--- src/rtl/alarm_pkg.sv ---
// Shared types and constants for the alarm scheduler: FSM state encoding
// and the BCD time-word layout {H_tens, H_ones, M_tens, M_ones}.
package alarm_pkg;

    typedef enum logic [1:0] {
        IDLE    = 2'd0,
        RINGING = 2'd1,
        SNOOZE  = 2'd2,
        HOLDOFF = 2'd3
    } alarmState_t;

    localparam int BCD_W      = 16;
    localparam int H_TENS_LSB = 12;
    localparam int H_ONES_LSB = 8;
    localparam int M_TENS_LSB = 4;
    localparam int M_ONES_LSB = 0;

    // Assembles a BCD time word from its four digits using the layout above.
    function automatic logic [BCD_W-1:0] packBcd(input logic [3:0] hTens,
                                                 input logic [3:0] hOnes,
                                                 input logic [3:0] mTens,
                                                 input logic [3:0] mOnes);
        logic [BCD_W-1:0] word;
        word                     = '0;
        word[H_TENS_LSB +: 4]    = hTens;
        word[H_ONES_LSB +: 4]    = hOnes;
        word[M_TENS_LSB +: 4]    = mTens;
        word[M_ONES_LSB +: 4]    = mOnes;
        return word;
    endfunction

endpackage

--- src/rtl/alarm_scheduler_multi_countdown.sv ---
// minute_countdown: loadable saturating down-counter stepped by minute ticks.
// done_o is high while exactly one minute remains, so the next tick expires it.
module minute_countdown #(
    parameter int W = 4
) (
    input  logic         clk,
    input  logic         reset_n,
    input  logic         load_i,
    input  logic [W-1:0] loadVal_i,
    input  logic         clear_i,
    input  logic         tick_i,
    output logic [W-1:0] count_o,
    output logic         done_o
);

    logic [W-1:0] count_q;
    logic [W-1:0] count_d;

    // Clear beats load beats tick; the count parks at zero instead of wrapping.
    always_comb begin
        count_d = count_q;
        if (clear_i) begin
            count_d = '0;
        end else if (load_i) begin
            count_d = loadVal_i;
        end else if (tick_i && (count_q != '0)) begin
            count_d = count_q - W'(1);
        end
    end

    always_ff @(posedge clk or negedge reset_n) begin
        if (!reset_n) begin
            count_q <= '0;
        end else begin
            count_q <= count_d;
        end
    end

    assign count_o = count_q;
    assign done_o  = (count_q == W'(1));

endmodule

--- src/rtl/alarm_scheduler_multi.sv ---
// alarm_scheduler_multi: NUM_ALARMS-channel alarm with ring timeout and optional
// snooze. Snooze is built only when ALARM_SNOOZE_EN is defined.
module alarm_scheduler_multi
    import alarm_pkg::*;
#(
    parameter int  NUM_ALARMS  = 2,
    parameter int  SNOOZE_MIN  = 9,
    parameter int  TIMEOUT_MIN = 10,
    localparam int IDXW        = (NUM_ALARMS > 1) ? $clog2(NUM_ALARMS) : 1,
    localparam int SNZW        = $clog2(SNOOZE_MIN + 1)
) (
    input  logic                          clk,
    input  logic                          reset_n,
    input  logic                          min_tick,
    input  logic [BCD_W-1:0]              time_bcd,
    input  logic [BCD_W*NUM_ALARMS-1:0]   alarm_bcd,
    input  logic [NUM_ALARMS-1:0]         alarm_en,
    input  logic                          snooze,
    input  logic                          dismiss,
    output logic                          alarm_sig,
    output logic [IDXW-1:0]               active_idx,
    output logic                          snoozing,
    output logic [SNZW-1:0]               snooze_left
);

    localparam int              TCW     = (TIMEOUT_MIN > 1) ? $clog2(TIMEOUT_MIN) : 1;
    localparam logic [TCW-1:0]  TC_LAST = TCW'(TIMEOUT_MIN - 1);
    localparam int              PADW    = 1 << IDXW;
    localparam logic [SNZW-1:0] SNZ_LOAD = SNZW'(SNOOZE_MIN);

    alarmState_t           state_q;
    logic [IDXW-1:0]       activeIdx_q;
    logic [TCW-1:0]        timeoutCnt_q;
    logic                  alarmSig_q;

    logic [NUM_ALARMS-1:0] match;
    logic [NUM_ALARMS-1:0] hit;
    logic [PADW-1:0]       matchPad;
    logic [PADW-1:0]       enPad;
    logic [IDXW-1:0]       firstHit;
    logic                  matchActive;
    logic                  enActive;

    logic                  snzLoad;
    logic                  snzClear;
    logic                  snzTick;
    logic [SNZW-1:0]       snzCount;
    logic                  snzDone;

    always_comb begin
        match = '0;
        for (int i = 0; i < NUM_ALARMS; i++) begin
            match[i] = (time_bcd == alarm_bcd[i*BCD_W +: BCD_W]);
        end
    end

    assign hit = match & alarm_en;

    // Padding to a power of two lets the latched index select without range checks.
    always_comb begin
        matchPad                 = '0;
        enPad                    = '0;
        matchPad[NUM_ALARMS-1:0] = match;
        enPad[NUM_ALARMS-1:0]    = alarm_en;
    end

    assign matchActive = matchPad[activeIdx_q];
    assign enActive    = enPad[activeIdx_q];

    // Descending scan so the lowest-numbered hitting channel wins.
    always_comb begin
        firstHit = '0;
        for (int i = NUM_ALARMS - 1; i >= 0; i--) begin
            if (hit[i]) begin
                firstHit = IDXW'(i);
            end
        end
    end

`ifdef ALARM_SNOOZE_EN
    logic snoozing_q;

    assign snzLoad  = (state_q == RINGING) && !dismiss && enActive && snooze;
    assign snzClear = (state_q == SNOOZE) && (dismiss || !enActive);
    assign snzTick  = (state_q == SNOOZE) && min_tick;
`else
    logic unusedSnz;

    assign snzLoad   = 1'b0;
    assign snzClear  = 1'b0;
    assign snzTick   = 1'b0;
    assign unusedSnz = ^{snzCount, snzDone, snooze};
`endif

    minute_countdown #(
        .W (SNZW)
    ) u_snoozeCount (
        .clk       (clk),
        .reset_n   (reset_n),
        .load_i    (snzLoad),
        .loadVal_i (SNZ_LOAD),
        .clear_i   (snzClear),
        .tick_i    (snzTick),
        .count_o   (snzCount),
        .done_o    (snzDone)
    );

    // Main sequencer; every visible output is a register updated with the state.
    always_ff @(posedge clk or negedge reset_n) begin
        if (!reset_n) begin
            state_q      <= IDLE;
            activeIdx_q  <= '0;
            timeoutCnt_q <= '0;
            alarmSig_q   <= 1'b0;
`ifdef ALARM_SNOOZE_EN
            snoozing_q   <= 1'b0;
`endif
        end else begin
            case (state_q)
                IDLE: begin
                    timeoutCnt_q <= '0;
                    if (hit != '0) begin
                        state_q     <= RINGING;
                        activeIdx_q <= firstHit;
                        alarmSig_q  <= 1'b1;
                    end
                end
                RINGING: begin
                    if (dismiss || !enActive) begin
                        state_q    <= HOLDOFF;
                        alarmSig_q <= 1'b0;
`ifdef ALARM_SNOOZE_EN
                    end else if (snooze) begin
                        state_q    <= SNOOZE;
                        alarmSig_q <= 1'b0;
                        snoozing_q <= 1'b1;
`endif
                    end else if (min_tick) begin
                        if (timeoutCnt_q == TC_LAST) begin
                            state_q    <= HOLDOFF;
                            alarmSig_q <= 1'b0;
                        end else begin
                            timeoutCnt_q <= timeoutCnt_q + TCW'(1);
                        end
                    end
                end
`ifdef ALARM_SNOOZE_EN
                SNOOZE: begin
                    if (dismiss || !enActive) begin
                        state_q    <= HOLDOFF;
                        snoozing_q <= 1'b0;
                    end else if (min_tick && snzDone) begin
                        state_q      <= RINGING;
                        timeoutCnt_q <= '0;
                        alarmSig_q   <= 1'b1;
                        snoozing_q   <= 1'b0;
                    end
                end
`endif
                HOLDOFF: begin
                    if (!matchActive) begin
                        state_q <= IDLE;
                    end
                end
                default: begin
                    state_q    <= IDLE;
                    alarmSig_q <= 1'b0;
`ifdef ALARM_SNOOZE_EN
                    snoozing_q <= 1'b0;
`endif
                end
            endcase
        end
    end

    assign alarm_sig  = alarmSig_q;
    assign active_idx = activeIdx_q;

`ifdef ALARM_SNOOZE_EN
    assign snoozing    = snoozing_q;
    assign snooze_left = snzCount;
`else
    assign snoozing    = 1'b0;
    assign snooze_left = '0;
`endif

endmodule
--- config.mk ---
export PLATFORM = sky130hd
export DESIGN_NAME = alarm_scheduler_multi
export DESIGN_NICKNAME = d
export VERILOG_FILES = /design/src/rtl/alarm_pkg.sv /design/src/rtl/alarm_scheduler_multi_countdown.sv /design/src/rtl/alarm_scheduler_multi.sv
export SDC_FILE = /design/constraint.sdc
export NUM_CORES = 1
export LEC_CHECK = 0
export ABC_AREA = 1
export CAP_MARGIN = 5
export CORE_AREA = 2 2 49 51
export CTS_CLUSTER_DIAMETER = 120
export DETAILED_ROUTE_END_ITERATION = 12
export DIE_AREA = 0 0 51 53
export DONT_BUFFER_PORTS = 1
export GPL_TIMING_DRIVEN = 0
export PLACE_DENSITY = 0.7
export SLEW_MARGIN = 0
export SYNTH_ARGS = -nofsm -noshare
export SYNTH_HDL_FRONTEND = slang
export SYNTH_SLANG_ARGS = --single-unit
--- constraint.sdc ---
create_clock -name clk -period 3.97 [get_ports clk]
set_clock_uncertainty 0.1 [all_clocks]
set_input_delay 0.794 -clock clk [delete_from_list [all_inputs] [get_ports clk]]
set_output_delay 0.794 -clock clk [all_outputs]
set_load 0.02 [all_outputs]
# Yosys cells after proc, flatten, opt, wreduce, memory -nomap -nowiden
# Cells that the tools add are included.
# W data, S select, Z words.
# totals
register_bits	8
inputBits	55
# op_classes
n_addsub	1
n_lt_le_gt_ge	1
eq_ne	12
mux	21
bitwise	2
n_reduce_logical	9
# ops
op	n
$eq A16 B16 Y1	2
$mux W4	3
$reduce_and A4 Y1	3
$mux W1	10
$mux W2	5
$ne A2 B2 Y1 const B	5
$pmux W4 S2	1
$ne A3 B3 Y1 const B	2
$pmux W2 S3	1
$add A4 B1 Y4 const B	1
$eq A4 B4 Y1 const B	1
$reduce_bool A2 Y1	2
$pmux W1 S3	1
$and A2 B2 Y2	1
$eq A2 B1 Y1 const B	1
$eq A2 B2 Y1 const B	1
$logic_not A2 Y1	1
$lt A1 B2 Y1 const B	1
$reduce_and A2 Y1	1
$logic_not A1 Y1	1
$logic_or A1 B1 Y1	1
$not A1 Y1	1

# Logic depth before layout (Yosys ltp)
# depth
ltp_word	6
depth_mapped	13
depth_no_buf	13

# Least setup slack after synthesis
# No wires, ideal clock.
# synth_path
path_kind	input to register
start	input time_bcd[4]
end	register state_q[1]
setup_time_ps	121
arrival_time_ps	1584
slack_ps	2165
path_stages	13
n_path_buf	0
cell_sequence	inv_1 nand2_1 nand2_1 nor2_1 nand2_1 nor2_1 nand2_1 nand2_1 nand3_1 nand2_1 nor2_4 nand2_1 nand2_1
# synth_between
elab_chain_len	5
elab_cells_between_ends	9
cone_classes	4 x eq/ne; 2 x mux; 1 x bitwise; 2 x reduce/logical
# synth_lines
element	line_no	text
start: declaration	alarm_scheduler_multi.sv:15	input logic [BCD_W-1:0] time_bcd,
$eq A16 B16 Y1	alarm_scheduler_multi.sv:53	match[i] = (time_bcd == alarm_bcd[i*BCD_W +: BCD_W]);
$mux W1 (not written as such) / $and A2 B2 Y2 (equally long branches)	alarm_scheduler_multi.sv:67, alarm_scheduler_multi.sv:57	
$mux W1 (not written as such) / $reduce_bool A2 Y1 (equally long branches)	alarm_scheduler_multi.sv:67, alarm_scheduler_multi.sv:122	
$ne A2 B2 Y1 (no source line)	-	
$reduce_and A4 Y1 (no source line) (*)	-	
end signal: assignment	alarm_scheduler_multi.sv:111	state_q <= IDLE;
end signal: assignment	alarm_scheduler_multi.sv:123	state_q <= RINGING;
end signal: assignment	alarm_scheduler_multi.sv:130	state_q <= HOLDOFF;
end: declaration	alarm_scheduler_multi.sv:31	alarmState_t state_q;
# Mark *: on every way between the ends. The rest lies on a longest branch, timed or not. The select of a mux whose other input is x is not followed.
# A chain may end at the register's enable or synchronous reset.

# Worst setup path in the final report
# layout_path
start	register activeIdx_q (netlist: active_idx)
end	output active_idx
# layout_rtl
element	line_no	text
start: declaration	alarm_scheduler_multi.sv:32	logic [IDXW-1:0] activeIdx_q;
start signal: assignment	alarm_scheduler_multi.sv:124	activeIdx_q <= firstHit;
end: declaration	alarm_scheduler_multi.sv:21	output logic [IDXW-1:0] active_idx,
# No word-level cell between the ends.

==> summary.log <==
INFO  status         run_status=completed
INFO  synthesis      synth_top_cells_by_count=111 x sky130_fd_sc_hd__nand2_1, 43 x sky130_fd_sc_hd__inv_1, 23 x sky130_fd_sc_hd__nor2_1, 11 x sky130_fd_sc_hd__inv_2, 8 x sky130_fd_sc_hd__dfrtp_1
INFO  pwr            worst_vdd_rail_ir_drop=0.000187V
INFO  detailed_routing vias=1,184
INFO  timing         hold_viol=0
INFO  global_route   remaining_global_route_overflow=0
INFO  cts            hold_buffers=0
INFO  timing         layout_worst_path_cycle_share=42.1%
INFO  synthesis      synth_most_common_cell=sky130_fd_sc_hd__nand2_1
INFO  floorplan      fp.dieW=51um
INFO  pwr            clkPwrFrac=17.0%
INFO  cts            numClockSinks=8
INFO  cts            number_of_buffers_on_the_longest_clock_path=2
INFO  synthesis      largest_cells_by_area_after_synthesis=sky130_fd_sc_hd__nand2_1 35%, sky130_fd_sc_hd__dfrtp_1 17%, sky130_fd_sc_hd__inv_1 14%
INFO  layout         net_count_of_the_finished_layout=301
INFO  timing         finalMaxSlewViolations=0
INFO  synthesis      synth.distinct_cells=22
INFO  placed_design  port_buffers=0
INFO  cts            cts_inserted_buffers=3
INFO  floorplan      initial_cell_density_of_the_core=54.9%
INFO  floorplan      die_y=53um
INFO  synthesis      syn-cell-area=1180um^2
INFO  pwr            switchingPower=0.154mW
INFO  layout         flow.area_growth_from_synthesis=6.15%
INFO  critical_path  crit-reg2reg-launch=active_idx
INFO  global_route   vias_in_the_first_global_route=1,032
INFO  pwr            cellInternalPower=0.203mW
INFO  global_route   wire_length_of_the_first_global_routing_pass=3570um
INFO  critical_path  r2r_setup_slk=2.32ns
INFO  placed_design  place_hpwl=1920um
INFO  placed_design  finalWeightedCongestion=0.701
INFO  pwr            power.share.combinational=48.6%
INFO  cts            cts_htree_levels=1
INFO  min_path       min_path_type=in -> async
INFO  cts            cts_resized=0
INFO  layout         multi_input_area=754um^2
INFO  global_route   groute.usage.overall=17.4%
INFO  layout         final-instance-count-excl-fill=270
INFO  placed_design  placement.setup.worst_slack=2.02ns
INFO  floorplan      core_area=2150um^2
INFO  detailed_routing drtAntennaViolNets=0
INFO  cts            clkTransAtPathRegs=0.05ns
INFO  pwr            switching_share=43.1%
INFO  global_route   grt_antenna_before_repair=0
INFO  pwr            sequential_share_of_power=34.4%
INFO  detailed_routing dr.pass1.iters=4
INFO  timing         setup_viol_count_final=0
INFO  pwr            power.density_cell_area=285nW/um^2
INFO  critical_path  required=3.08ns
INFO  synthesis      post-synth-top-area-cell=sky130_fd_sc_hd__nand2_1
INFO  layout         drive_above_1_share=11.6%
INFO  timing         fin_ws=2.30ns
INFO  pwr            cellLeakagePower=0.862nW
INFO  critical_path  startpoint_kind_of_the_worst_setup_timing_path=flop
INFO  critical_path  critPathArrivalTime=0.78ns
INFO  detailed_routing drtIter0Drc=11
INFO  critical_path  regToRegEndpoint=timeoutCnt_q[3]
INFO  cts            tritoncts_clock_tree=done
INFO  critical_path  critical_path.endpoint_type=output pin
INFO  placed_design  placed_cells=267
INFO  critical_path  worst_r2r_path_depth=7
INFO  synthesis      postSynth.asyncResetShare=100%
INFO  synthesis      yosys.area.top_type_share=35.3%
INFO  timing         grt_setup_unrepaired=no
INFO  synthesis      synth.yosys.seq_area_share=17.0%
INFO  timing         layout_min_cycle_time=1.67ns
INFO  synthesis      synth-edff-count=0
INFO  detailed_routing vias_per_cell=4.39
INFO  detailed_routing detail_route.wl_per_cell=7.86um
INFO  cts            worstSkewPairLatency=0.26ns
INFO  layout         final.fill_count=246
INFO  layout         ff_latch_area=200um^2
INFO  synthesis      yosys_warnings=0
INFO  cts            cts.root.buffer_cell=sky130_fd_sc_hd__clkbuf_4
INFO  cts            postCtsSetupBuffers=0
INFO  synthesis      synthesis.area_per_instance=5.02um^2
INFO  layout         antennaDiodeCount=0
INFO  floorplan      std_cell_rows=17
INFO  detailed_routing remaining_drc_errors=0
INFO  timing         clock.fmax=0.599GHz
INFO  synthesis      yosys_register_bits=8
INFO  timing         final.setup.tns=0ns
INFO  synthesis      most_used_flip_flop_cell_after_synthesis=sky130_fd_sc_hd__dfrtp_1
INFO  global_route   grt_start_max_net_pins=9
INFO  detailed_routing wl=2120um
INFO  floorplan      floorplan.die_area=2700um^2
INFO  critical_path  worst-path-max-fanout=5
INFO  critical_path  ws_path_type=reg -> out
INFO  run            maxCapViolations=0
INFO  synthesis      synthesis.instances=235
INFO  floorplan      io_pins=62
registers in the layout (all words and copies together), names as in the netlist:
signal / cells
timeoutCnt_q: 4
state_q: 2
active_idx: 1
alarm_sig: 1
layer usage:
layer	track usage (%)	up-vias	share of wire, %
li1	-	687	-
met1	19.2	455	42
met2	31.6	39	47
met3	5.37	3	9.6
met4	5.41	0	0.90
met5	0	-	0
power by group through the flow:
stage | clock network [mW] | logic, mW | registers [mW]
5_1_grt | 0.0696 | 0.205 | 0.125
6_report | 0.0609 | 0.174 | 0.123
3_3_place_gp | 0 | 0.174 | 0.124
4_1_cts | 0.0645 | 0.175 | 0.123
3_5_place_dp | 0 | 0.174 | 0.124
2_1_floorplan | 0 | 0.151 | 0.119
layout make-up:
cell class                 instances  area share, %
inverter                          54           16.2
tap                               28           2.80
multi-input combinational        172           60.2
clock buffer                       3           1.80
sequential                         8           16.0
buffer                             5           3.00
how the worst max path moves through the flow:
stage | cells past startpoint | slack [ns] | to | start
3_5_place_dp | 13 | 2.02 | state_q[1] | time_bcd[13]
3_3_place_gp | 13 | 2.01 | state_q[1] | time_bcd[13]
2_1_floorplan | 13 | 2.17 | state_q[1] | time_bcd[4]
6_report | 0 | 2.30 | active_idx | active_idx
5_1_grt | 13 | 2.15 | state_q[0] | time_bcd[13]
4_1_cts | 0 | 2.28 | active_idx | active_idx
cell families (layout without fill, tap and decap cells):
group	count (synthesis)	count (layout)	synth area share [%]
buffers and inverters	59	62	20.4
other	1	5	0.318
adders and majority gates	2	2	2.12
AOI/OAI and AO/OA	11	11	5.30
DFF	8	8	17.0
and+or+nand+nor	151	151	52.7
xor gates and xnor gates	3	3	2.23
cell usage in the layout, fill, tap and decap left out:
cell | synthesis | layout
sky130_fd_sc_hd__xor2_1 | 3 | 3
sky130_fd_sc_hd__nand2_1 | 111 | 111
sky130_fd_sc_hd__o21ai_2 | 1 | 1
sky130_fd_sc_hd__a21oi_1 | 3 | 3
sky130_fd_sc_hd__o21ai_0 | 3 | 3
sky130_fd_sc_hd__inv_2 | 11 | 11
sky130_fd_sc_hd__nor3_1 | 1 | 1
sky130_fd_sc_hd__nand3_2 | 2 | 2
sky130_fd_sc_hd__nor2_4 | 1 | 1
sky130_fd_sc_hd__dfrtp_1 | 8 | 8
sky130_fd_sc_hd__nor2_2 | 3 | 3
sky130_fd_sc_hd__nand4_1 | 2 | 2
sky130_fd_sc_hd__nor2_1 | 23 | 23
sky130_fd_sc_hd__nand3_1 | 5 | 5
sky130_fd_sc_hd__nand3b_1 | 2 | 2
sky130_fd_sc_hd__ha_1 | 2 | 2
sky130_fd_sc_hd__buf_4 | 5 | 5
sky130_fd_sc_hd__inv_1 | 43 | 43
sky130_fd_sc_hd__a21oi_2 | 1 | 1
sky130_fd_sc_hd__nand2_4 | 1 | 1
sky130_fd_sc_hd__o21ai_1 | 3 | 3
sky130_fd_sc_hd__conb_1 | 1 | 5
sky130_fd_sc_hd__clkbuf_4 | 0 | 3
stage by stage:
stage	hold WS, ns	instance area, um^2	utilization, %	power, mW
4_1_cts	0.117	1250	58.3	0.363
5_1_grt	0.109	1250	58.3	0.400
3_5_place_dp	0.399	1230	57.3	0.298
3_3_place_gp	0.399	1230	57.3	0.298
2_1_floorplan	0.398	1190	-	0.270
6_report	0.127	1250	58.3	0.358
No activity file was read; power rests on OpenSTA's default activity.
